<file path="src/rtl/misr_mc_pkg.sv">
// Shared constants and enums for the multi-channel MISR peripheral.
// Register offsets are byte offsets within a 0x100-byte block.
package misr_mc_pkg;

   localparam logic [7:0] OFF_CONTROL = 8'h00;
   localparam logic [7:0] OFF_LIMIT   = 8'h40;
   localparam logic [7:0] OFF_STATUS  = 8'h80;
   localparam logic [7:0] OFF_COUNT   = 8'hC0;

   localparam int unsigned CH_STRIDE = 256;
   localparam logic [7:0] CH_COEFF = 8'h00;
   localparam logic [7:0] CH_SIG   = 8'h40;
   localparam logic [7:0] CH_MODE  = 8'h80;

   typedef enum logic [1:0] {ST_IDLE, ST_RUN, ST_DONE} misr_state_e;

   typedef enum logic [1:0] {
      MODE_DATA = 2'd0,
      MODE_ADDR = 2'd1,
      MODE_XOR  = 2'd2,
      MODE_RSVD = 2'd3
   } misr_mode_e;

endpackage

</file>
<file path="src/rtl/misr_periph_mc_if.sv">
// Simple re/we bus shared with the SRAM; the peripheral sits on the slave side.
interface misr_periph_mc_if #(
   parameter int NBIT_DATA = 64,
   parameter int NBIT_ADDR = 64
);
   logic                 re_i;
   logic                 we_i;
   logic [NBIT_ADDR-1:0] addr_i;
   logic [NBIT_DATA-1:0] data_i;
   logic [NBIT_DATA-1:0] data_o;

   modport master (output re_i, we_i, addr_i, data_i, input data_o);
   modport slave  (input re_i, we_i, addr_i, data_i, output data_o);
endinterface

</file>
<file path="src/rtl/misr_periph_mc_channel.sv">
// One MISR channel: coeff/seed/signature/mode registers and the compaction step.
// Write enables arrive already gated by the top-level FSM.
module misr_channel
   import misr_mc_pkg::*;
#(
   parameter int NBIT_REGS = 64,
   parameter int NBIT_DATA = 64,
   parameter int NBIT_ADDR = 64
) (
   input  logic                 clk_i,
   input  logic                 rst_ni,
   input  logic                 clr_i,
   input  logic                 step_i,
   input  logic                 wr_coeff_i,
   input  logic                 wr_sig_i,
   input  logic                 wr_mode_i,
   input  logic [NBIT_DATA-1:0] wdata_i,
   input  logic [NBIT_DATA-1:0] data_i,
   input  logic [NBIT_ADDR-1:0] addr_i,
   output logic [NBIT_REGS-1:0] coeff_o,
   output logic [NBIT_REGS-1:0] sig_o,
   output logic [1:0]           mode_o
);
   logic [NBIT_REGS-1:0] coeff_q, seed_q, sig_q, sig_d, in_w;
   misr_mode_e           mode_q;

   always_comb begin
      in_w = data_i[NBIT_REGS-1:0];
      case (mode_q)
         MODE_ADDR: in_w = addr_i[NBIT_REGS-1:0];
         MODE_XOR:  in_w = data_i[NBIT_REGS-1:0] ^ addr_i[NBIT_REGS-1:0];
         default:   in_w = data_i[NBIT_REGS-1:0];
      endcase
   end

   assign sig_d = {sig_q[NBIT_REGS-2:0], 1'b0} ^ (sig_q[NBIT_REGS-1] ? coeff_q : '0) ^ in_w;

   always_ff @(posedge clk_i or negedge rst_ni) begin
      if (!rst_ni) begin
         coeff_q <= '0;
         seed_q  <= '0;
         sig_q   <= '0;
         mode_q  <= MODE_DATA;
      end else begin
         if (clr_i)         sig_q <= seed_q;
         else if (wr_sig_i) begin
            seed_q <= wdata_i[NBIT_REGS-1:0];
            sig_q  <= wdata_i[NBIT_REGS-1:0];
         end else if (step_i) sig_q <= sig_d;
         if (wr_coeff_i) coeff_q <= wdata_i[NBIT_REGS-1:0];
         if (wr_mode_i)  mode_q  <= misr_mode_e'(wdata_i[1:0]);
      end
   end

   assign coeff_o = coeff_q;
   assign sig_o   = sig_q;
   assign mode_o  = mode_q;
endmodule

</file>
<file path="src/rtl/misr_periph_mc.sv">
// Multi-channel memory-mapped MISR: snoops out-of-window bus traffic into NUM_CH signatures.
// Define MISR_MC_IRQ_EN to add the irq_o port and the CONTROL irq-enable bit.
module misr_periph_mc
   import misr_mc_pkg::*;
#(
   parameter int                   NBIT_DATA  = 64,
   parameter int                   NBIT_ADDR  = 64,
   parameter int                   NBIT_REGS  = 64,
   parameter logic [NBIT_ADDR-1:0] START_ADDR = NBIT_ADDR'(2**25),
   parameter int                   NUM_CH     = 4
) (
   input  logic clk_i,
   input  logic rst_ni,
   misr_periph_mc_if.slave bus
`ifdef MISR_MC_IRQ_EN
   , output logic irq_o
`endif
);
   localparam logic [NBIT_ADDR-1:0] WIN_SIZE = NBIT_ADDR'(CH_STRIDE * (NUM_CH + 1));

   misr_state_e          state_q;
   logic                 en_q;
   logic [NUM_CH-1:0]    mask_q, run_mask_q;
   logic [NBIT_DATA-1:0] limit_q, count_q, data_q, rd_val;
   logic [NBIT_ADDR-1:0] off;
   logic [3:0]           blk;
   logic [7:0]           sub;
   logic                 in_win, evt, g_wr, wr_ctrl, wr_limit;

   logic [NUM_CH-1:0][NBIT_REGS-1:0] coeff_w, sig_w;
   logic [NUM_CH-1:0][1:0]           mode_w;
   logic [NUM_CH-1:0]                ch_wr, step_w;

`ifdef MISR_MC_IRQ_EN
   logic irq_en_q, irq_q;
   assign irq_o = irq_q;
`else
   logic irq_en_q;
   assign irq_en_q = 1'b0;
`endif

   assign off      = bus.addr_i - START_ADDR;
   assign in_win   = (bus.addr_i >= START_ADDR) && (off < WIN_SIZE);
   assign blk      = off[11:8];
   assign sub      = off[7:0];
   assign evt      = (bus.re_i | bus.we_i) & ~in_win;
   assign g_wr     = bus.we_i & in_win & (blk == 4'd0);
   assign wr_ctrl  = g_wr & (sub == OFF_CONTROL);
   assign wr_limit = g_wr & (sub == OFF_LIMIT) & (state_q != ST_RUN);

   for (genvar c = 0; c < NUM_CH; c++) begin : g_ch
      assign ch_wr[c]  = bus.we_i & in_win & (blk == 4'(c + 1)) & (state_q != ST_RUN);
      assign step_w[c] = evt & (state_q == ST_RUN) & run_mask_q[c];
      misr_channel #(
         .NBIT_REGS(NBIT_REGS), .NBIT_DATA(NBIT_DATA), .NBIT_ADDR(NBIT_ADDR)
      ) u_ch (
         .clk_i      (clk_i),
         .rst_ni     (rst_ni),
         .clr_i      (wr_ctrl & bus.data_i[1]),
         .step_i     (step_w[c]),
         .wr_coeff_i (ch_wr[c] & (sub == CH_COEFF)),
         .wr_sig_i   (ch_wr[c] & (sub == CH_SIG)),
         .wr_mode_i  (ch_wr[c] & (sub == CH_MODE)),
         .wdata_i    (bus.data_i),
         .data_i     (bus.data_i),
         .addr_i     (bus.addr_i),
         .coeff_o    (coeff_w[c]),
         .sig_o      (sig_w[c]),
         .mode_o     (mode_w[c])
      );
   end

   always_comb begin
      rd_val = '0;
      if (in_win && blk == 4'd0) begin
         case (sub)
            OFF_CONTROL: rd_val = NBIT_DATA'({irq_en_q, mask_q, 1'b0, en_q});
            OFF_LIMIT:   rd_val = limit_q;
            OFF_STATUS:  rd_val = NBIT_DATA'({state_q == ST_RUN,
                                               (state_q == ST_DONE) ? run_mask_q : '0});
            OFF_COUNT:   rd_val = count_q;
            default:     rd_val = '0;
         endcase
      end
      for (int c = 0; c < NUM_CH; c++) begin
         if (in_win && blk == 4'(c + 1)) begin
            case (sub)
               CH_COEFF: rd_val = NBIT_DATA'(coeff_w[c]);
               CH_SIG:   rd_val = NBIT_DATA'(sig_w[c]);
               CH_MODE:  rd_val = NBIT_DATA'(mode_w[c]);
               default:  rd_val = '0;
            endcase
         end
      end
   end

   always_ff @(posedge clk_i or negedge rst_ni) begin
      if (!rst_ni) begin
         state_q    <= ST_IDLE;
         en_q       <= 1'b0;
         mask_q     <= '0;
         run_mask_q <= '0;
         limit_q    <= '0;
         count_q    <= '0;
         data_q     <= '0;
`ifdef MISR_MC_IRQ_EN
         irq_en_q   <= 1'b0;
         irq_q      <= 1'b0;
`endif
      end else begin
         if (bus.re_i) data_q <= rd_val;
         if (wr_limit) limit_q <= bus.data_i;
         if (wr_ctrl) begin
            en_q   <= bus.data_i[0];
            mask_q <= bus.data_i[2 +: NUM_CH];
`ifdef MISR_MC_IRQ_EN
            irq_en_q <= bus.data_i[2 + NUM_CH];
`endif
         end
`ifdef MISR_MC_IRQ_EN
         irq_q <= (state_q == ST_DONE) & irq_en_q;
`endif
         // Soft clear wins over enable; CONTROL writes never coincide with events.
         if (wr_ctrl && bus.data_i[1]) begin
            state_q <= ST_IDLE;
            count_q <= '0;
         end else if (wr_ctrl && !bus.data_i[0]) begin
            state_q <= ST_IDLE;
         end else begin
            case (state_q)
               ST_IDLE: if (wr_ctrl && |bus.data_i[2 +: NUM_CH]) begin
                  state_q    <= ST_RUN;
                  run_mask_q <= bus.data_i[2 +: NUM_CH];
               end
               ST_RUN: if (evt) begin
                  if (count_q != '1) count_q <= count_q + 1'b1;
                  if (limit_q != '0 && count_q == limit_q - 1'b1) state_q <= ST_DONE;
               end
               default: ;
            endcase
         end
      end
   end

   assign bus.data_o = data_q;
endmodule
</file>
<file path="src/flat_wrapper.sv">
// flat-port wrapper written by rule: the top's interface ports become plain ports
module misr_periph_mc_flat import misr_mc_pkg::*;
#(
   parameter int                   NBIT_DATA  = 64,
   parameter int                   NBIT_ADDR  = 64,
   parameter int                   NBIT_REGS  = 64,
   parameter logic [NBIT_ADDR-1:0] START_ADDR = NBIT_ADDR'(2**25),
   parameter int                   NUM_CH     = 4
)
  (clk_i, rst_ni, bus_re_i, bus_we_i, bus_addr_i, bus_data_i, bus_data_o);
  misr_periph_mc_if #(.NBIT_DATA(NBIT_DATA), .NBIT_ADDR(NBIT_ADDR)) bus_i ();
  input  logic clk_i;
  input  logic rst_ni;
  input wire logic [$bits(bus_i.re_i)-1:0] bus_re_i;
  input wire logic [$bits(bus_i.we_i)-1:0] bus_we_i;
  input wire logic [$bits(bus_i.addr_i)-1:0] bus_addr_i;
  input wire logic [$bits(bus_i.data_i)-1:0] bus_data_i;
  output wire logic [$bits(bus_i.data_o)-1:0] bus_data_o;
  assign bus_i.re_i = bus_re_i;
  assign bus_i.we_i = bus_we_i;
  assign bus_i.addr_i = bus_addr_i;
  assign bus_i.data_i = bus_data_i;
  assign bus_data_o = bus_i.data_o;
  misr_periph_mc #(.NBIT_DATA(NBIT_DATA), .NBIT_ADDR(NBIT_ADDR), .NBIT_REGS(NBIT_REGS), .START_ADDR(START_ADDR), .NUM_CH(NUM_CH)) u_core (.clk_i(clk_i), .rst_ni(rst_ni), .bus(bus_i));
endmodule
</file>
<file path="config.mk">
export PLATFORM = sky130hd
export DESIGN_NAME = misr_periph_mc_flat
export DESIGN_NICKNAME = d
export VERILOG_FILES = /design/src/rtl/misr_mc_pkg.sv /design/src/rtl/misr_periph_mc_if.sv /design/src/rtl/misr_periph_mc_channel.sv /design/src/rtl/misr_periph_mc.sv /design/src/flat_wrapper.sv
export SDC_FILE = /design/constraint.sdc
export NUM_CORES = 2
export LEC_CHECK = 0
export BUFFER_PORTS_ARGS = -buffer_cell sky130_fd_sc_hd__buf_4
export CAP_MARGIN = 20
export CORE_MARGIN = 1
export CORE_UTILIZATION = 55
export CTS_BUF_LIST = sky130_fd_sc_hd__clkbuf_8 sky130_fd_sc_hd__clkbuf_16
export CTS_CLUSTER_DIAMETER = 150
export CTS_CLUSTER_SIZE = 28
export DETAILED_ROUTE_END_ITERATION = 10
export PLACE_DENSITY_LB_ADDON = 0.2
export REMOVE_ABC_BUFFERS = 1
export SLEW_MARGIN = 20
export SYNTH_ARGS = -nofsm -noshare
export SYNTH_HDL_FRONTEND = slang
export SYNTH_SLANG_ARGS = --single-unit
</file>
<file path="constraint.sdc">
create_clock -name clk_i -period 3.3 [get_ports clk_i]
set_input_delay 0.33 -clock clk_i [delete_from_list [all_inputs] [get_ports clk_i]]
set_output_delay 0.33 -clock clk_i [all_outputs]
set_load 0.01 [all_outputs]
</file>
==> impl_metrics.tcl <==
set metrics [dict create \
    outcome "complete, but fails checks" \
    violations "negative setup slack" \
    finalSetupViolCount 2 \
    post-route-period-util 1.07 \
    worst_slack_ps -227 \
    rows 121 \
    synthCells 7207 \
    initial_utilization 0.554 \
    total_power_mw 20.5 \
    post_drt_wl_per_cell_um 28.0 \
    finalHoldViolCount 0 \
    worstHoldStart "bus_data_i[2]" \
    antenna_found_initial 3 \
    cp-end-kind "flop" \
    grt_pass1_vias 56862 \
    die_area_um2 111000 \
    clockBufferDepth 3 \
    reg2reg_to "u_core.state_q[1]" \
    max_freq_mhz 284 \
    hpwl_mm 171 \
    min_to "u_core.g_ch[3].u_ch.coeff_o[2]" \
    relSlewSlack 0.175 \
    vias 60737 \
    finClkSkew_ps 44.8 \
    hold_path_depth 2 \
    start_kind "flop" \
    critPathMaxFanout 3 \
    regArea_um2 24500 \
    gp_congestion 1.03 \
    htreeDepth 2 \
    synth.distinct_cells 80 \
    drt_iter0_markers 9145 \
    postSynthRegisterBits 979 \
    synth-async-reset-ratio 1.00 \
    synth_top_area_cell "dfrtp_1" \
    path_class "flop to flop" \
    dp_slack_ps -681 \
    worstMarginPinSlew_ps 1240 \
    synth.avg_cell_area_um2 8.36 \
    ir_worst_vdd_v 0.000404 \
    wl_met1_mm 98.9 \
    final_nets 7537 \
    grt_pass1_wl_mm 367 \
    yosysTopAreaCellShare 0.407 \
    power_density_nw_per_um2 296 \
    min_period_ps 3530 \
    p_leak_nw 30.1 \
    r2r_cells 12 \
    port_buffers 195 \
    wl_met3_mm 32.0 \
    cts_tree "done" \
    dp_cells 8700 \
    rsz0062_at_grt "true" \
    min-delay-path-class "primary input to flop" \
    ctsRootBufferMaster "clkbuf_16" \
    layout-drive-gt1-share 0.150 \
    cts_buffers 41 \
    firstDrtPassIters 9 \
    grt.total_usage 0.435 \
    arrival_ps 4160 \
    yosys-top-cells-count "nand2_1 (1,107), dfrtp_1 (979), o21ai_0 (822), a21oi_1 (655), clkbuf_1 (626)" \
    synth_ff_type "dfrtp_1" \
    dr_wl_met2_mm 102 \
    core_area_um2 109000 \
    top_layer "met5" \
    ant_nets 0 \
    maxCapViolCount 0 \
    synth_edf_count 0 \
    rrSetupSlack_ps -230 \
    drt_drc_violations_left 0 \
    cts_sinks 979 \
    die_h_um 333 \
    gr-total-overflow 0 \
    io_pins 196 \
    finalNonFillerCells 8816 \
    synth_area_leaders "dfrtp_1 (41%), nand2_1 (6.9%), o21ai_0 (6.8%)" \
    area_growth_pct 15.3 \
    synth-seq-area-share 0.407 \
    routed_wl_mm 247 \
    clock_latency_ps 690 \
    r2r_start "u_core.limit_q[4]" \
    grt_start_max_net_pins 129 \
    netlist_area_um2 60200 \
    slew_viol_final 0 \
    cp.required_ps 3930 \
    chipWidth_um 333 \
    cts.reportedPaths.clkPinSlew_ps 120 \
    routed_via_density 6.89 \
    fill_cells 9323 \
    yosys_warnings 0 \
    synth.most_common_cell "nand2_1" \
    multi_input_area_um2 32900 \
]
metal layers:
metal	vias up	track usage
met5	-	0
met4	4	0.207
met3	817	0.104
met2	4375	0.624
met1	29470	0.616
li1	26071	-
through the flow:
stage          cell area (um^2)  hold slack [ps]  setup TNS [ps]   util
5_1_grt                   69500             27.5            -666  0.639
6_report                  69500             25.9            -436  0.639
3_5_place_dp              67400              312         -470580  0.620
2_1_floorplan             57300             34.4               -      -
3_3_place_gp              67400              313         -450050  0.620
4_1_cts                   69300            0.234            -401  0.638
worst max-delay path, cell delays in order (launching register included):
cell	delay, ps
dfrtp_1	420
buf_4	140
or4_4	570
or3_1	410
a21oi_2	150
mux2i_1	100
or4_4	550
nor4_4	140
buf_4	160
nand4_1	190
nor4b_2	340
buf_4	200
o21a_1	110
where the power goes:
| group | internal [mW] | total, mW | switching, mW |
|---|---|---|---|
| Clock | 2.49 | 6.61 | 4.12 |
| Combinational | 0.642 | 1.93 | 1.29 |
| Sequential | 12.0 | 12.0 | 0.000000000000000156 |
| Total | 15.1 | 20.5 | 5.41 |
placed cells by master (no fill, tap or decap), types with 133 or more instances in the layout:
cell	n
nand2_1	1100
xor2_1	242
a22oi_1	363
buf_12	134
inv_1	160
buf_4	694
o21ai_0	819
nor2_1	296
a21oi_1	654
dfrtp_1	975
xnor2_1	381
a2bb2oi_1	133
a22o_1	203
cell families after synthesis:
group / Yosys count / synth area share
AO/OA/AOI/OAI: 2611 / 0.276
XOR/XNOR: 624 / 0.0907
adder cells (fa/ha/maj): 11 / 0.00229
buffers and inverters: 909 / 0.0582
flip-flops: 979 / 0.407
multiplexers: 116 / 0.0215
AND/OR/NAND/NOR: 1957 / 0.144
area by class of cell:
cell class,count,share of cell area
timing repair buffer,892,0.123
tap,1414,0.0255
clock buffer,44,0.0157
sequential,979,0.353
antenna,1,0.0000360
clock inverter,6,0.00108
inverter,161,0.00872
multi-input combinational,5319,0.473
how the worst max path moves through the flow:
stage | startpoint | endpoint | slack (ps) | cells after the start
2_1_floorplan | bus_addr_i[3] | u_core.g_ch[2].u_ch.sig_o[0] | -23780 | 9
3_3_place_gp | bus_addr_i[41] | u_core.g_ch[3].u_ch.coeff_o[53] | -650 | 14
3_5_place_dp | bus_addr_i[41] | u_core.g_ch[3].u_ch.coeff_o[53] | -680 | 14
4_1_cts | u_core.limit_q[4] | u_core.state_q[1] | -200 | 12
5_1_grt | u_core.limit_q[29] | u_core.state_q[1] | -360 | 12
6_report | u_core.limit_q[4] | u_core.state_q[1] | -230 | 12
state kept, by name (all words and copies together), names as in the netlist:
| name | count |
|---|---|
| u_core.en_q | 1 |
| u_core.run_mask_q | 4 |
| u_core.g_ch.u_ch.coeff_o | 256 |
| u_core.bus.data_o | 64 |
| u_core.g_ch.u_ch.mode_o | 8 |
| u_core.mask_q | 4 |
| u_core.count_q | 64 |
| u_core.state_q | 2 |
| u_core.limit_q | 64 |
| u_core.g_ch.u_ch.sig_o | 256 |
| u_core.g_ch.u_ch.seed_q | 256 |
repair_timing:
item | CTS | global route
pin swaps | 20 | 12
setup endpoints to repair | 2 | 348
resized for setup | 36 | 29
endpoints found under the hold margin | 96 | 0
hold buffers | 57 | 0
setup buffers | 7 | 3
(Power assumes the default switching activity.)
